==> config.mk <==
export PLATFORM = sky130hd
export DESIGN_NAME = cra_sbr_stack
export DESIGN_NICKNAME = d
export VERILOG_FILES = /design/src/rtl/cra_pkg.sv /design/src/rtl/cra_sbr_ram.sv /design/src/rtl/cra_sbr_stack.sv
export SDC_FILE = /design/constraint.sdc
export NUM_CORES = 1
export LEC_CHECK = 0
export ABC_AREA = 1
export CAP_MARGIN = 40
export CORE_UTILIZATION = 55
export DETAILED_ROUTE_END_ITERATION = 8
export GPL_ROUTABILITY_DRIVEN = 1
export PLACE_DENSITY = 0.84
export SYNTH_ARGS = -nofsm -noshare
export SYNTH_HDL_FRONTEND = slang
export SYNTH_SLANG_ARGS = --single-unit
==> constraint.sdc <==
create_clock -name clk -period 2.43 [get_ports clk]
set_input_delay 0.486 -clock clk [delete_from_list [all_inputs] [get_ports clk]]
set_output_delay 0.486 -clock clk [all_outputs]
set_load 0.1 [all_outputs]
==> src/rtl/cra_pkg.sv <==
// rtl/cra_pkg.sv - shared microcode subroutine-stack constants and types
package cra_pkg;

   localparam int CRAM_ADR_W = 11;
   localparam int SBR_DEPTH  = 16;
   localparam int SBR_PTR_W  = 5;
   localparam int SBR_IDX_W  = 4;

   // Entry count of a full stack, typed to the pointer width for direct compares
   localparam logic [SBR_PTR_W-1:0] SBR_FULL = SBR_PTR_W'(SBR_DEPTH);

   // Decoded stack operation for one microinstruction advance
   typedef enum logic [1:0] {
      OP_NONE    = 2'd0,
      OP_PUSH    = 2'd1,
      OP_POP     = 2'd2,
      OP_REPLACE = 2'd3
   } sbr_op_e;

endpackage

==> src/rtl/cra_sbr_ram.sv <==
// rtl/cra_sbr_ram.sv - 16x11 subroutine return-address storage
module cra_sbr_ram
   import cra_pkg::*;
(
   input  logic                   i_clk,
   input  logic                   i_we,
   input  logic [SBR_IDX_W-1:0]   i_waddr,
   input  logic [0:CRAM_ADR_W-1]  i_wdata,
   input  logic [SBR_IDX_W-1:0]   i_raddr,
   output logic [0:CRAM_ADR_W-1]  o_rdata
);

   logic [0:CRAM_ADR_W-1] r_mem [SBR_DEPTH];

   // Single synchronous write port; contents are never reset
   always_ff @(posedge i_clk) begin
      if (i_we) begin
         r_mem[i_waddr] <= i_wdata;
      end
   end

   assign o_rdata = r_mem[i_raddr];

endmodule

==> src/rtl/cra_sbr_stack.sv <==
// rtl/cra_sbr_stack.sv - microcode subroutine return stack with sticky error flags
module cra_sbr_stack
   import cra_pkg::*;
(
   input  logic                   clk,
   input  logic                   reset,
   input  logic                   crmEn,
   input  logic [0:CRAM_ADR_W-1]  CRADR,
   input  logic                   CALL,
   input  logic                   force1777,
   input  logic                   ret,
   input  logic                   diagClear,
   output logic [0:CRAM_ADR_W-1]  sbrRet,
   output logic [SBR_PTR_W-1:0]   stackAdr,
   output logic                   stackOverflow,
   output logic                   stackUnderflow
);

   logic [SBR_PTR_W-1:0]  r_stack_adr;
   logic [0:CRAM_ADR_W-1] r_sbr_ret;
   logic                  r_overflow;
   logic                  r_underflow;

   logic                  w_push;
   logic                  w_pop;
   sbr_op_e               w_op;
   logic                  w_we;
   logic [SBR_IDX_W-1:0]  w_waddr;
   logic [SBR_IDX_W-1:0]  w_top_idx;
   logic [SBR_IDX_W-1:0]  w_below_idx;
   logic [0:CRAM_ADR_W-1] w_below_data;
   logic [SBR_PTR_W-1:0]  w_next_adr;
   logic [0:CRAM_ADR_W-1] w_next_ret;
   logic                  w_set_ovf;
   logic                  w_set_unf;

   // A trap force is an implicit call and suppresses any return decode
   assign w_push = crmEn & (CALL | force1777);
   assign w_pop  = crmEn & ret & ~force1777;

   // Modulo-16 arithmetic is exact here: a full stack (16) maps to 0, so 16-1=15 and 16-2=14
   assign w_top_idx   = r_stack_adr[SBR_IDX_W-1:0] - 4'd1;
   assign w_below_idx = r_stack_adr[SBR_IDX_W-1:0] - 4'd2;

   cra_sbr_ram u_ram (
      .i_clk   (clk),
      .i_we    (w_we),
      .i_waddr (w_waddr),
      .i_wdata (CRADR),
      .i_raddr (w_below_idx),
      .o_rdata (w_below_data)
   );

   // Classify the operation; call+return on an empty stack degrades to a plain call
   always_comb begin
      w_op = OP_NONE;
      if (w_push && w_pop && (r_stack_adr != '0)) begin
         w_op = OP_REPLACE;
      end else if (w_push) begin
         w_op = OP_PUSH;
      end else if (w_pop) begin
         w_op = OP_POP;
      end
   end

   // Next pointer, next top-of-stack copy, RAM write and error set strobes
   always_comb begin
      w_next_adr = r_stack_adr;
      w_next_ret = r_sbr_ret;
      w_we       = 1'b0;
      w_waddr    = r_stack_adr[SBR_IDX_W-1:0];
      w_set_ovf  = 1'b0;
      w_set_unf  = 1'b0;
      case (w_op)
         OP_REPLACE: begin
            w_we       = ~reset;
            w_waddr    = w_top_idx;
            w_next_ret = CRADR;
         end
         OP_PUSH: begin
            if (r_stack_adr != SBR_FULL) begin
               w_we       = ~reset;
               w_next_adr = r_stack_adr + 5'd1;
               w_next_ret = CRADR;
            end else begin
               w_set_ovf = 1'b1;
            end
         end
         OP_POP: begin
            if (r_stack_adr >= 5'd2) begin
               w_next_adr = r_stack_adr - 5'd1;
               w_next_ret = w_below_data;
            end else begin
               w_next_adr = '0;
               w_next_ret = '0;
               w_set_unf  = (r_stack_adr == '0);
            end
         end
         default: begin
         end
      endcase
   end

   // Pointer and cached top-of-stack; reset overrides any operation
   always_ff @(posedge clk) begin
      if (reset) begin
         r_stack_adr <= '0;
         r_sbr_ret   <= '0;
      end else begin
         r_stack_adr <= w_next_adr;
         r_sbr_ret   <= w_next_ret;
      end
   end

   // Sticky error flags; a new error in the clearing cycle wins over the clear
   always_ff @(posedge clk) begin
      if (reset) begin
         r_overflow  <= 1'b0;
         r_underflow <= 1'b0;
      end else begin
         r_overflow  <= w_set_ovf | (r_overflow & ~diagClear);
         r_underflow <= w_set_unf | (r_underflow & ~diagClear);
      end
   end

   assign sbrRet         = r_sbr_ret;
   assign stackAdr       = r_stack_adr;
   assign stackOverflow  = r_overflow;
   assign stackUnderflow = r_underflow;

endmodule

==> impl_metrics.toml, run 1 <==
[place]
place_area_um2 = 9953
place_congestion = 0.9262
post-dp-hpwl_mm = 14.35
io_buffers = 35

[sta]
fin_crit_ns = 2.256
setup_viol = 0
grt_setup_unrepaired = "false"
hold_violations = 0
hold_slack_ns = 0.4668
tightest_slew_ns = 0.8421
slew_viol_final = 0
slew_headroom = 0.4385
skew_ns = 0.008553
max_clock_freq_ghz = 0.4432
finalSetupTns_ns = 0
period_share = 0.9286

[power]
clkPwrFrac = 0.339
vdd_drop_max_mv = 0.7394
power_frac_seq = 0.464
switching_share = 0.3070
power_density_nw_per_um2 = 765.3
p_switching_mw = 2.474
p_total_mw = 8.058
share_comb_of_total_power = 0.197
leakage_nw = 4.554
intPower_mw = 5.584

[layout]
final_layout_size_suffix_gt1_frac = 0.1394
area_growth_pct = 18.19
nFillCells = 1160
num_antenna_cells = 0
final_common_cell = "nand2_1"
final_util = 0.6652
layout_common_cells = "nand2_1 (286), edfxtp_1 (176), inv_1 (170), nand3_1 (138), buf_4 (48)"
layout.nets = 1031
fin_area_um2 = 10530

[clock_network]
clk_pin_slew_ns = 0.07
cts_tree = "done"
hold_buffers = 0
ctsHtreeMaxLevel = 4
clock-sinks = 194
clockBufferDepth = 2
cts_buffers = 17
cts_root_buf = "clkbuf_16"
clock_latency_ns = 0.44

[hold_path]
hp-class = "reg -> reg"
whs_endpoint = "stackUnderflow"
whs_path_depth = 2
hold_start = "stackUnderflow"

[die]
num_rows = 46
core_um2 = 15830
fp.dieW_um = 129.3
die_area_um2 = 16710
initial_core_util = 0.5628
die_h_um = 129.3
ioPinCount = 36

[grt]
grt_overflow = 0
grt_max_degree = 78
grt_pass1_vias = 6069
track_usage = 0.2723
grt_pass1_wl_mm = 32.67
antenna_found_initial = 0

[routing]
avgRoutedWirePerCell_um = 17.26
route.vias.total = 6524
vias_per_cell = 5.283
ant_nets = 0
first_iter_violations = 692
routed_wl_mm = 21.32
drc = 0
dr.pass1.iters = 8

[critical_path]
r2r-end = "u_ram.r_mem[3][9]"
path_class = "reg -> reg"
cp-start-kind = "flip-flop"
r2r_cells = 8
cp.required_ns = 2.54
r2r-start = "stackAdr[0]"
r2r_slack_ns = 0.17
cp-end-kind = "flip-flop"
crit_arrival_ns = 2.37
cp_max_fo = 13

[yosys]
syn_area_um2 = 8909
seq_area_frac_synth = 0.6337
yosysWarningCount = 0
syn_avg_cell_area_um2 = 9.377
synth_nets = 975
synthDistinctLibCells = 30
synthCells = 950
ys_ff_latch = 194

[run_status]
outcome = "finished clean"

[job]
maxCapViolCount = 0
-- metal layers --
metal | GRT usage | vias up | wire length, um
li1 | - | 3126 | -
met1 | 0.3565 | 3039 | 8612
met2 | 0.4349 | 308 | 10300
met3 | 0.04789 | 51 | 1575
met4 | 0.1495 | 0 | 829
met5 | 0 | - | 0
-- what timing repair did --
action	in CTS	in global routing
resized for setup	0	1
setup buffers	0	0
setup endpoints to repair	0	1
endpoints found under the hold margin	0	0
-- cell families after synthesis --
family / share of synthesized area
AND/OR/NAND/NOR: 0.2407
buffers and inverters: 0.09579
flip-flops: 0.6337
AO/OA/AOI/OAI: 0.01419
adder cells (fa/ha/maj): 0.009831
XOR/XNOR: 0.005760
-- power groups by stage --
stage	registers (mW)	logic [mW]	clock network, mW
after floorplan	4.01	0.867	0
after global placement	3.81	1.53	0
after detailed placement	3.81	1.56	0
after CTS	3.74	1.57	2.73
after global routing	3.74	1.71	2.86
final	3.74	1.59	2.73
-- cells in the mapped netlist --
cell	number	area (um^2)
a21oi_1	13	65.06
a22oi_1	1	7.510
buf_1	2	7.510
buf_2	19	95.09
buf_4	3	22.52
buf_6	1	11.26
clkbuf_1	15	56.30
clkinv_1	2	7.510
dfxtp_1	18	360.4
edfxtp_1	176	5285
ha_1	7	87.58
inv_1	170	638.1
inv_2	4	15.01
nand2_1	292	1096
nand2_2	7	43.79
nand2_4	2	22.52
nand3_1	138	690.7
nand3_2	2	20.02
nand4_1	3	18.77
nor2_1	54	202.7
nor2_2	3	18.77
nor3b_4	1	18.77
o21ai_0	7	35.03
o21ai_1	2	10.01
o21ai_2	1	8.760
or2_0	1	6.260
or2_2	1	6.260
xnor2_1	1	8.760
xor2_1	3	26.28
xor2_2	1	16.27
-- worst max-delay path, stage by stage (launching register included) --
cell and delay [ns]:
dfxtp_4 0.36, inv_2 0.04, buf_4 0.18, ha_1 0.23, xnor2_1 0.36, o21ai_2 0.19, nor2_4 0.15, nand2_4 0.10
nor2_4 0.30
-- cell type report --
type                    instances  area (um^2)  share of cell area
clock buffers                  17        425.4             0.04040
inverters                     176        668.1             0.06346
multi-input cells             540         2600              0.2469
well taps                     216        270.3             0.02567
repair buffers                 77        762.0             0.07237
flip-flops and latches        194         5657              0.5373
clock inverters                15        146.4             0.01390
-- sequential cells by signal, summed over array words and instances, names as in the netlist --
register	cells
u_ram.r_mem	176
sbrRet	11
stackAdr	5
stackOverflow	1
stackUnderflow	1
-- worst max-delay path by stage --
stage                     start                  to  slack [ns]  cells past startpoint
floorplan           stackAdr[1]  u_ram.r_mem[12][0]       0.006                     12
global placement          crmEn   u_ram.r_mem[5][7]       -0.10                     10
detailed placement    force1777   u_ram.r_mem[4][7]       -0.15                      9
CTS                 stackAdr[1]   u_ram.r_mem[4][6]        0.17                      8
global route        stackAdr[0]   u_ram.r_mem[3][1]        0.04                      8
finish              stackAdr[0]   u_ram.r_mem[3][9]        0.17                      8
-- through the flow --
step	setup WS, ns	std cells
floorplan	0.005913	950
global placement	-0.1015	1203
CTS	0.1655	1235
finish	0.1736	1235
global route	0.04053	1235
detailed placement	-0.1544	1203
(Power assumes the default switching activity.)
==> inputs of run 2 (changes only) <==
--- a/config.mk
+++ b/config.mk
@@ -7,10 +7,11 @@
 export LEC_CHECK = 0
 export ABC_AREA = 1
 export CAP_MARGIN = 40
-export CORE_UTILIZATION = 55
+export CORE_UTILIZATION = 57
 export DETAILED_ROUTE_END_ITERATION = 8
+export DONT_BUFFER_PORTS = 1
 export GPL_ROUTABILITY_DRIVEN = 1
-export PLACE_DENSITY = 0.84
+export PLACE_DENSITY = 0.83
 export SYNTH_ARGS = -nofsm -noshare
 export SYNTH_HDL_FRONTEND = slang
 export SYNTH_SLANG_ARGS = --single-unit
==> constraint.sdc (replaced) <==
create_clock -name clk -period 2.43 [get_ports clk]
set_input_delay 0.486 -clock clk [delete_from_list [all_inputs] [get_ports clk]]
set_output_delay 0.486 -clock clk [all_outputs]
set_load 0.01 [all_outputs]
==> impl_metrics.toml, run 2 (synthesis results as in run 1) <==
[layout]
layout_common_cells = "nand2_1 (292), edfxtp_1 (176), inv_1 (170), nand3_1 (138), nor2_1 (38)"
largest-register = "u_ram.r_mem"
area_growth_pct = 10.65
num_antenna_cells = 0
final_common_cell = "nand2_1"
final_util = 0.6484
nFillCells = 1156
largest_register_ffs = 176
fin_area_um2 = 9857
final_layout_size_suffix_gt1_frac = 0.1057
layout.nets = 986

[place]
place_congestion = 0.8976
dp_slack_ns = 0.2015
io_buffers = 0
post-dp-hpwl_mm = 12.42
place_area_um2 = 9236

[clock_network]
cts_root_buf = "clkbuf_16"
cts_buffers = 17
post_cts_resized = 0
ctsHtreeMaxLevel = 4
clock_latency_ns = 0.44
hold_buffers = 0
cts_tree = "done"
clock-sinks = 194
clk_pin_slew_ns = 0.07
cts_setup_buffers = 0
clockBufferDepth = 2

[sta]
slew_viol_final = 0
skew_ns = 0.008508
hold_violations = 0
setup_viol = 0
tightest_slew_ns = 0.9444
final.setup.worst_slack_ns = 0.1822
grt_setup_unrepaired = "false"
slew_headroom = 0.3704
period_share = 0.9250
fin_crit_ns = 2.248
max_clock_freq_ghz = 0.4449

[routing]
route.vias.total = 6288
routed_wl_mm = 19.54
ant_nets = 0
dr.pass1.iters = 5
drc = 0
avgRoutedWirePerCell_um = 16.82
first_iter_violations = 751
vias_per_cell = 5.411

[critical_path]
slowest_delay_ns = 0.43
cp.required_ns = 2.57
cp.depth = 9
path_buf_inv = 2
crit_arrival_ns = 2.39
cp-start-kind = "flip-flop"
cp-end-kind = "flip-flop"
slowest_stage = "buf_4"
critical-path-top-delay-family = "simple AND/OR/NAND/NOR gates"
path_cells = "buf_4, nand2_1, nand2_1, xor2_1, nand2_2, nand2_4, nand3_2, nor2_2, buf_4"
cp_max_fo = 46
path_class = "reg -> reg"
r2r_cells = 9

[die]
num_rows = 45
fp.dieW_um = 127.0
ioPinCount = 36
initial_core_util = 0.5860
die_area_um2 = 16130
die_h_um = 127.0
core_um2 = 15200

[power]
leakage_nw = 4.314
power_density_nw_per_um2 = 787.9
vdd_drop_max_mv = 0.7618

[hold_path]
whs_path_depth = 1
hp-class = "in -> reg"

[grt]
grt_pass1_wl_mm = 31.16
grt_overflow = 0
grt_pass1_vias = 6093
track_usage = 0.2621
antenna_found_initial = 0
grt_max_degree = 89

[job]
maxCapViolCount = 0

[run_status]
outcome = "finished clean"
## run 2: cell types whose count changed in the layout (fill, tap and decap cells not counted), moves of 4 or more
cell | before | now
buf_12 | 11 | 0
buf_4 | 48 | 32
clkdlybuf4s50_1 | 17 | 0
nand2_1 | 286 | 292
nand2_4 | 6 | 2
nor2_2 | 1 | 19
nor2_4 | 18 | 0
## run 2: power breakdown
part	total (mW)	switching (mW)	internal, mW
clock	2.88	1.32	1.57
sequential	3.75	0.0473	3.70
combinational	1.14	0.801	0.334
total	7.77	2.17	5.60
## run 2: worst paths after layout
check	start	end	slack (ns)
worst max-delay path	stackAdr[0]	u_ram.r_mem[14][6]	0.18
worst min-delay path	reset	stackOverflow	0.11
worst max register to register	stackAdr[0]	u_ram.r_mem[14][6]	0.18
worst min register to register	stackOverflow	stackOverflow	0.50
## run 2: area by class of cell
class | instances | area [um^2] | share of cell area
Timing Repair Buffer | 32 | 240.2 | 0.02437
Inverter | 176 | 660.6 | 0.06702
Tap cell | 188 | 235.2 | 0.02386
Multi-Input combinational cell | 540 | 2450 | 0.2485
Clock buffer | 17 | 425.4 | 0.04316
Clock inverter | 15 | 195.2 | 0.01980
Sequential cell | 194 | 5650 | 0.5732
## run 2: per-stage QoR
stage               TNS [ns]  total power, mW  cells  hold WS [ns]
finish                     0            7.767   1162        0.1076
floorplan             -16.14            4.623    950        0.4811
CTS                        0            7.770   1162       0.08944
detailed placement         0            4.921   1130        0.4937
global route               0            8.029   1162       0.09181
global placement           0            4.907   1130        0.4917
## run 2: layer usage
metal	vias to the layer above	routed length [um]	GRT usage
met1	2923	7978	0.3382
met5	-	0	0
met3	33	1610	0.06240
met4	0	338	0.1008
met2	294	9613	0.4328
li1	3038	-	-
